<file path="config.mk">
export PLATFORM = sky130hd
export DESIGN_NAME = uart_tx_arb
export DESIGN_NICKNAME = d
export VERILOG_FILES = /design/src/rtl/uart_pkg.sv /design/src/rtl/uart_tx_arb_rr_pick.sv /design/src/rtl/uart_tx_arb.sv
export SDC_FILE = /design/constraint.sdc
export NUM_CORES = 1
export LEC_CHECK = 0
export ABC_AREA = 1
export BUFFER_PORTS_ARGS = -buffer_cell sky130_fd_sc_hd__buf_2
export CORE_ASPECT_RATIO = 1.1
export CORE_UTILIZATION = 44
export CTS_CLUSTER_DIAMETER = 150
export DETAILED_ROUTE_END_ITERATION = 6
export HOLD_SLACK_MARGIN = 0.12
export PLACE_DENSITY = 0.76
export SYNTH_ARGS = -nofsm -noshare
export SYNTH_HDL_FRONTEND = slang
export SYNTH_SLANG_ARGS = --single-unit
export TNS_END_PERCENT = 30
</file>
<file path="constraint.sdc">
create_clock -name CLK -period 1.85 [get_ports CLK]
set_clock_uncertainty 0.15 [all_clocks]
set_input_delay 0.2775 -clock CLK [delete_from_list [all_inputs] [get_ports CLK]]
set_output_delay 0.2775 -clock CLK [all_outputs]
set_load 0.01 [all_outputs]
</file>
<file path="src/rtl/uart_pkg.sv">
`default_nettype none
// ============================================================================
// Module      : uart_pkg
// Description : Shared definitions for the UART transmit arbitration slice.
//               Provides the arbiter state encoding, the default payload
//               width and a constant-evaluable ceil(log2) helper.
// Revision    : 1.0 - initial release
// ============================================================================
package uart_pkg;

  typedef enum logic [1:0] {
    IDLE      = 2'b00,
    LOAD      = 2'b01,
    WAIT_BUSY = 2'b10,
    WAIT_DONE = 2'b11
  } arb_state_t;

  localparam int DEF_DATA_W = 8;

  // ceil(log2(n)); callers guarantee n >= 2 so the result is at least 1.
  function automatic int clog2(input int n);
    int r;
    r = 0;
    while ((1 << r) < n) r = r + 1;
    return r;
  endfunction

endpackage
`default_nettype wire

</file>
<file path="src/rtl/uart_tx_arb_rr_pick.sv">
`default_nettype none
// ============================================================================
// Module      : rr_pick
// Description : Combinational round-robin pick. Scans the request vector
//               starting one position after `last`, wrapping modulo N, and
//               returns the first set index.
// Ports       : req  [N-1:0]      request vector
//               last [IDX_W-1:0]  index of the previously serviced requester
//               win  [IDX_W-1:0]  winning index (0 when no request)
//               any               at least one request is set
// Revision    : 1.0 - initial release
// ============================================================================
module rr_pick
  import uart_pkg::*;
#(
  parameter int N     = 4,
  parameter int IDX_W = clog2(N)
) (
  input  logic [N-1:0]     req,
  input  logic [IDX_W-1:0] last,
  output logic [IDX_W-1:0] win,
  output logic             any
);

  logic [IDX_W-1:0] idx;

  // Walk from the farthest candidate back to the nearest so the nearest set
  // request after `last` is the one left in `win`.
  always_comb begin
    win = '0;
    idx = '0;
    for (int k = N; k >= 1; k--) begin
      idx = IDX_W'((int'(last) + k) % N);
      if (req[idx]) win = idx;
    end
  end

  assign any = |req;

endmodule
`default_nettype wire

</file>
<file path="src/rtl/uart_tx_arb.sv">
`default_nettype none
// ============================================================================
// Module      : uart_tx_arb
// Description : Round-robin sequencer sharing one UART TX serializer among
//               N_REQ byte producers. One byte is accepted per grant, loaded
//               with a single-cycle strobe, and the next grant waits until
//               the serializer busy window has opened and closed (or the
//               busy flag failed to rise within BUSY_TO cycles).
// Ports       : CLK, RST (sync, active-low)
//               arb_en                  grant enable
//               req_valid / req_data    per-requester byte handshake
//               req_ack                 one-cycle acceptance pulse
//               TX_BUSY                 serializer busy flag
//               TX_P_DATA/TX_DATA_VALID byte and load strobe to serializer
//               grant_id                current or last granted requester
//               frame_done, tx_timeout  completion / busy-timeout pulses
// Revision    : 1.0 - initial release
// ============================================================================
module uart_tx_arb
  import uart_pkg::*;
#(
  parameter int N_REQ   = 4,
  parameter int DATA_W  = DEF_DATA_W,
  parameter int BUSY_TO = 16,
  parameter int ID_W    = clog2(N_REQ)
) (
  input  logic                    CLK,
  input  logic                    RST,
  input  logic                    arb_en,
  input  logic [N_REQ-1:0]        req_valid,
  input  logic [N_REQ*DATA_W-1:0] req_data,
  output logic [N_REQ-1:0]        req_ack,
  input  logic                    TX_BUSY,
  output logic [DATA_W-1:0]       TX_P_DATA,
  output logic                    TX_DATA_VALID,
  output logic [ID_W-1:0]         grant_id,
  output logic                    frame_done,
  output logic                    tx_timeout
);

  localparam int TMR_W = clog2(BUSY_TO);

  arb_state_t         state_q,    state_d;
  logic [ID_W-1:0]    last_q,     last_d;
  logic [TMR_W-1:0]   timer_q,    timer_d;
  logic [ID_W-1:0]    grant_id_q, grant_id_d;
  logic [DATA_W-1:0]  tx_data_q,  tx_data_d;
  logic [N_REQ-1:0]   ack_q,      ack_d;
  logic               load_q,     load_d;
  logic               done_q,     done_d;
  logic               tmo_q,      tmo_d;

  logic [ID_W-1:0]    pick_win;
  logic               pick_any;

  rr_pick #(
    .N     (N_REQ),
    .IDX_W (ID_W)
  ) u_rr_pick (
    .req  (req_valid),
    .last (last_q),
    .win  (pick_win),
    .any  (pick_any)
  );

  always_comb begin
    state_d    = state_q;
    last_d     = last_q;
    timer_d    = timer_q;
    grant_id_d = grant_id_q;
    tx_data_d  = tx_data_q;
    // Strobes and pulses are single-cycle: cleared unless set below.
    ack_d      = '0;
    load_d     = 1'b0;
    done_d     = 1'b0;
    tmo_d      = 1'b0;

    case (state_q)
      IDLE: begin
        if (arb_en && pick_any) begin
          grant_id_d      = pick_win;
          tx_data_d       = req_data[pick_win*DATA_W +: DATA_W];
          ack_d[pick_win] = 1'b1;
          load_d          = 1'b1;
          state_d         = LOAD;
        end
      end
      LOAD: begin
        timer_d = '0;
        state_d = WAIT_BUSY;
      end
      WAIT_BUSY: begin
        // A busy flag arriving on the last allowed cycle still counts.
        if (TX_BUSY) begin
          state_d = WAIT_DONE;
        end else if (timer_q == TMR_W'(BUSY_TO - 1)) begin
          tmo_d   = 1'b1;
          last_d  = grant_id_q;
          state_d = IDLE;
        end else begin
          timer_d = timer_q + TMR_W'(1);
        end
      end
      WAIT_DONE: begin
        if (!TX_BUSY) begin
          done_d  = 1'b1;
          last_d  = grant_id_q;
          state_d = IDLE;
        end
      end
      default: state_d = IDLE;
    endcase
  end

  always_ff @(posedge CLK) begin
    if (!RST) begin
      state_q    <= IDLE;
      last_q     <= ID_W'(N_REQ - 1);
      timer_q    <= '0;
      grant_id_q <= '0;
      tx_data_q  <= '0;
      ack_q      <= '0;
      load_q     <= 1'b0;
      done_q     <= 1'b0;
      tmo_q      <= 1'b0;
    end else begin
      state_q    <= state_d;
      last_q     <= last_d;
      timer_q    <= timer_d;
      grant_id_q <= grant_id_d;
      tx_data_q  <= tx_data_d;
      ack_q      <= ack_d;
      load_q     <= load_d;
      done_q     <= done_d;
      tmo_q      <= tmo_d;
    end
  end

  assign req_ack       = ack_q;
  assign TX_P_DATA     = tx_data_q;
  assign TX_DATA_VALID = load_q;
  assign grant_id      = grant_id_q;
  assign frame_done    = done_q;
  assign tx_timeout    = tmo_q;

endmodule
`default_nettype wire
</file>
==> summary.md <==
| Metric | Value |
|---|---|
| Outcome | finished with violations |
| Failing checks | design-rule violations, negative setup slack |
| Max-cap violations | 0 |
| Via/cell ratio | 5.15 |
| Final slew viol count | 0 |
| Initial antenna violation count | 0 |
| R2R setup slack | -0.006 ns |
| First-pass GRT wire length | 5820 µm |
| CTS tree | yes |
| # rows | 21 |
| Dpl cells | 299 |
| Clk slew on worst S/H paths | 0.13 ns |
| Storage cell area | 503 µm² |
| Part of the Yosys area used for sequential elements | 33.6% |
| Hold Path Class | in2reg |
| Post-synth top area cell | dfxtp_1 |
| Root buf cell | clkbuf_4 |
| Crit path required time | 1.92 ns |
| Final ANT Viol Nets | 0 |
| Die H | 63.0 µm |
| Post-DP HPWL | 2650 µm |
| Global Route Usage Sum | 20.4% |
| GPL Wtd Cong | 0.814 |
| CP Capture Type | flip-flop |
| Vias in the first global route | 1410 |
| Remaining Overflow, GRT | 0 |
| Syn Nets | 252 |
| Count leader, synth | nand2_1 |
| Synth area leaders | dfxtp_1 34%, nand2_1 11%, nand3_1 9.4%, nor2_1 6.0%, inv_1 4.0% |
| Post-DR wirelength/cell | 11.9 µm |
| Commonest cells in the synthesized netlist | 45 x nand2_1, 28 x nand3_1, 25 x dfxtp_1, 24 x nor2_1, 16 x inv_1 |
| Ports | 57 |
| Via count | 1613 |
| Power after layout | 1.37 mW |
| Synthesized cell area | 1490 µm² |
| Die area | 3620 µm² |
| Predominant post-synthesis flop cell | dfxtp_1 |
| Power per standard cell area | 685 nW/µm² |
| Async SR Flop Fraction | 0% |
| Worst Tran Pin Value | 0.514 ns |
| Critical path fanouts, max | 9 |
| ANT cells | 0 |
| Mean area per synthesized cell | 7.06 µm² |
| Area Overhead vs Synth | 34.6% |
| Synth warnings | 0 |
| Netlist cell types | 27 |
| Layout cell share with drive strength beyond 1 | 36.9% |
| WP data arrival | 1.93 ns |
| Port-buffer cells | 56 |
| Final worst slack | -0.00610 ns |
| Final nets | 321 |
| Max Fclk | 539 MHz |
| Num CTS Buffers | 3 |
| Residual DRC | 4 |
| Multi-input logic area | 916 µm² |
| Largest net degree at the start of global routing | 22 |
| Finish-stage setup viols | 1 |
| DRT Wirelength | 3720 µm |
| Peak VDD IR | 0.000533 V |
| Non-filler instance count after layout | 313 |
| Leak pwr | 1.02 nW |
| Later-pin clock latency in the skew report | 0.31 ns |
| Clock Sinks | 25 |
| Die Width | 57.5 µm |
| Synth top area share | 33.6% |
| RSZ-0062 raised after global routing | yes |
| Core ar. | 3130 µm² |
| Worst Setup Start Kind | flip-flop |
| Final worst-path cycle share | 100% |
| DRT iter0 DRCs | 35 |
| Synthesized instance count | 211 |
| Pre-Repair DR Iteration Count | 7 |
| Filler Cell Count | 275 |
| Post-synth EDFFs | 0 |
| Minimum clock period | 1.86 ns |
| Slew HR | 65.7% |
| Max H-tree Level | 1 |
| #FFs+latches synth | 25 |
| Crit Path Class | reg2reg |
| Initial Utilization | 47.7% |
| CTS max path bufs | 2 |
| Final hold violation count | 0 |
logic make-up after synthesis:
family                     Yosys count  share of synthesized area [%]
DFF                                 25                           33.6
adders and majority gates            1                          0.839
and+or+nand+nor                    135                           45.7
buffers and inverters               27                           9.91
AOI/OAI and AO/OA                   23                           9.99
routing by layer:
layer | vias to the layer above | part of all wire [%] | global-route usage (%)
met5 | - | 0 | 0
met3 | 4 | 6.4 | 3.93
li1 | 840 | - | -
met2 | 76 | 49 | 35.6
met1 | 693 | 44 | 25.5
met4 | 0 | 0.97 | 4.27
worst max-delay path: stages, from the launching register on:
cell     delay [ns]
dfxtp_2        0.35
buf_12         0.14
inv_12         0.07
nand2_4        0.05
nand2_4        0.10
nand2_2        0.07
nand2_1        0.08
nand2_2        0.09
nand2_4        0.09
nand2_8        0.07
buf_4          0.17
nand4_1        0.08
nand3_1        0.10
nor2_2         0.12
nor2_1         0.05
placed cells by master, fill, tap and decap left out:
master and instances:
a21oi_1 5, a21oi_2 1, buf_2 56, buf_12 2, o211ai_1 4, inv_2 2
nor2_4 2, nor4_1 2, dfxtp_2 2, nor2_1 19, inv_12 1, a21boi_4 1
nand3_4 1, dlygate4sd3_1 8, buf_6 1, nand2_1 43, inv_1 16, nor3_1 9
nand4_1 8, o21ai_2 1, nand2_2 10, nand3_2 4, buf_4 3, nor2_2 5
o21a_1 1, clkbuf_4 3, nand2_4 6, ha_1 1, nand3_1 24, o21ai_0 10
dfxtp_1 23, and3_1 2, clkbuf_1 1, nand2_8 2
final cells by class:
class,count,area share (%)
timing repair buffer,70,21.6
inverter,19,4.18
tap,34,2.12
clock buffer,4,1.31
sequential,25,25.1
multi-input combinational,161,45.7
power breakdown:
group | switching, mW | total [mW] | internal, mW
Clock | 0.154 | 0.238 | 0.0843
Sequential | 0.0268 | 0.610 | 0.583
Combinational | 0.313 | 0.526 | 0.213
Total | 0.494 | 1.37 | 0.880
flip-flops by register name (all words and copies together) (netlist names):
name           flops
TX_P_DATA          8
req_ack            4
TX_DATA_VALID      1
frame_done         1
grant_id           2
state_q            2
last_q             2
timer_q            4
tx_timeout         1
per-stage QoR:
stage	TNS, ns	utilization, %	area [µm²]	hold slack (ns)	setup WS (ns)
finish	-0.00610	64.1	2010	0.145	-0.00610
global placement	0	58.2	1820	0.314	0.00199
CTS	0	62.1	1940	0.127	0.000162
detailed placement	-0.0694	58.2	1820	0.321	-0.0337
global route	-0.744	64.1	2010	0.155	-0.111
floorplan	0	-	1490	0.266	0.112
path summary, 6_finish.rpt:
kind | from | end | cells after the start
max | last_q[0] | TX_P_DATA[7] | 14
max reg2reg | last_q[0] | TX_P_DATA[7] | 14
min | RST | last_q[0] | 2
min reg2reg | timer_q[1] | timer_q[1] | 2
repair_timing:
| action | 4_1_cts | 5_1_grt |
|---|---|---|
| gates resized for setup | 3 | 14 |
| pin swaps | 0 | 10 |
| hold buffers | 8 | 0 |
| hold endpoints to repair | 9 | 0 |
| buffers inserted | 0 | 0 |
| cloned | 0 | 2 |
| endpoints found under the setup margin | 5 | 12 |
Note: power is estimated with default switching activity, not from simulation.
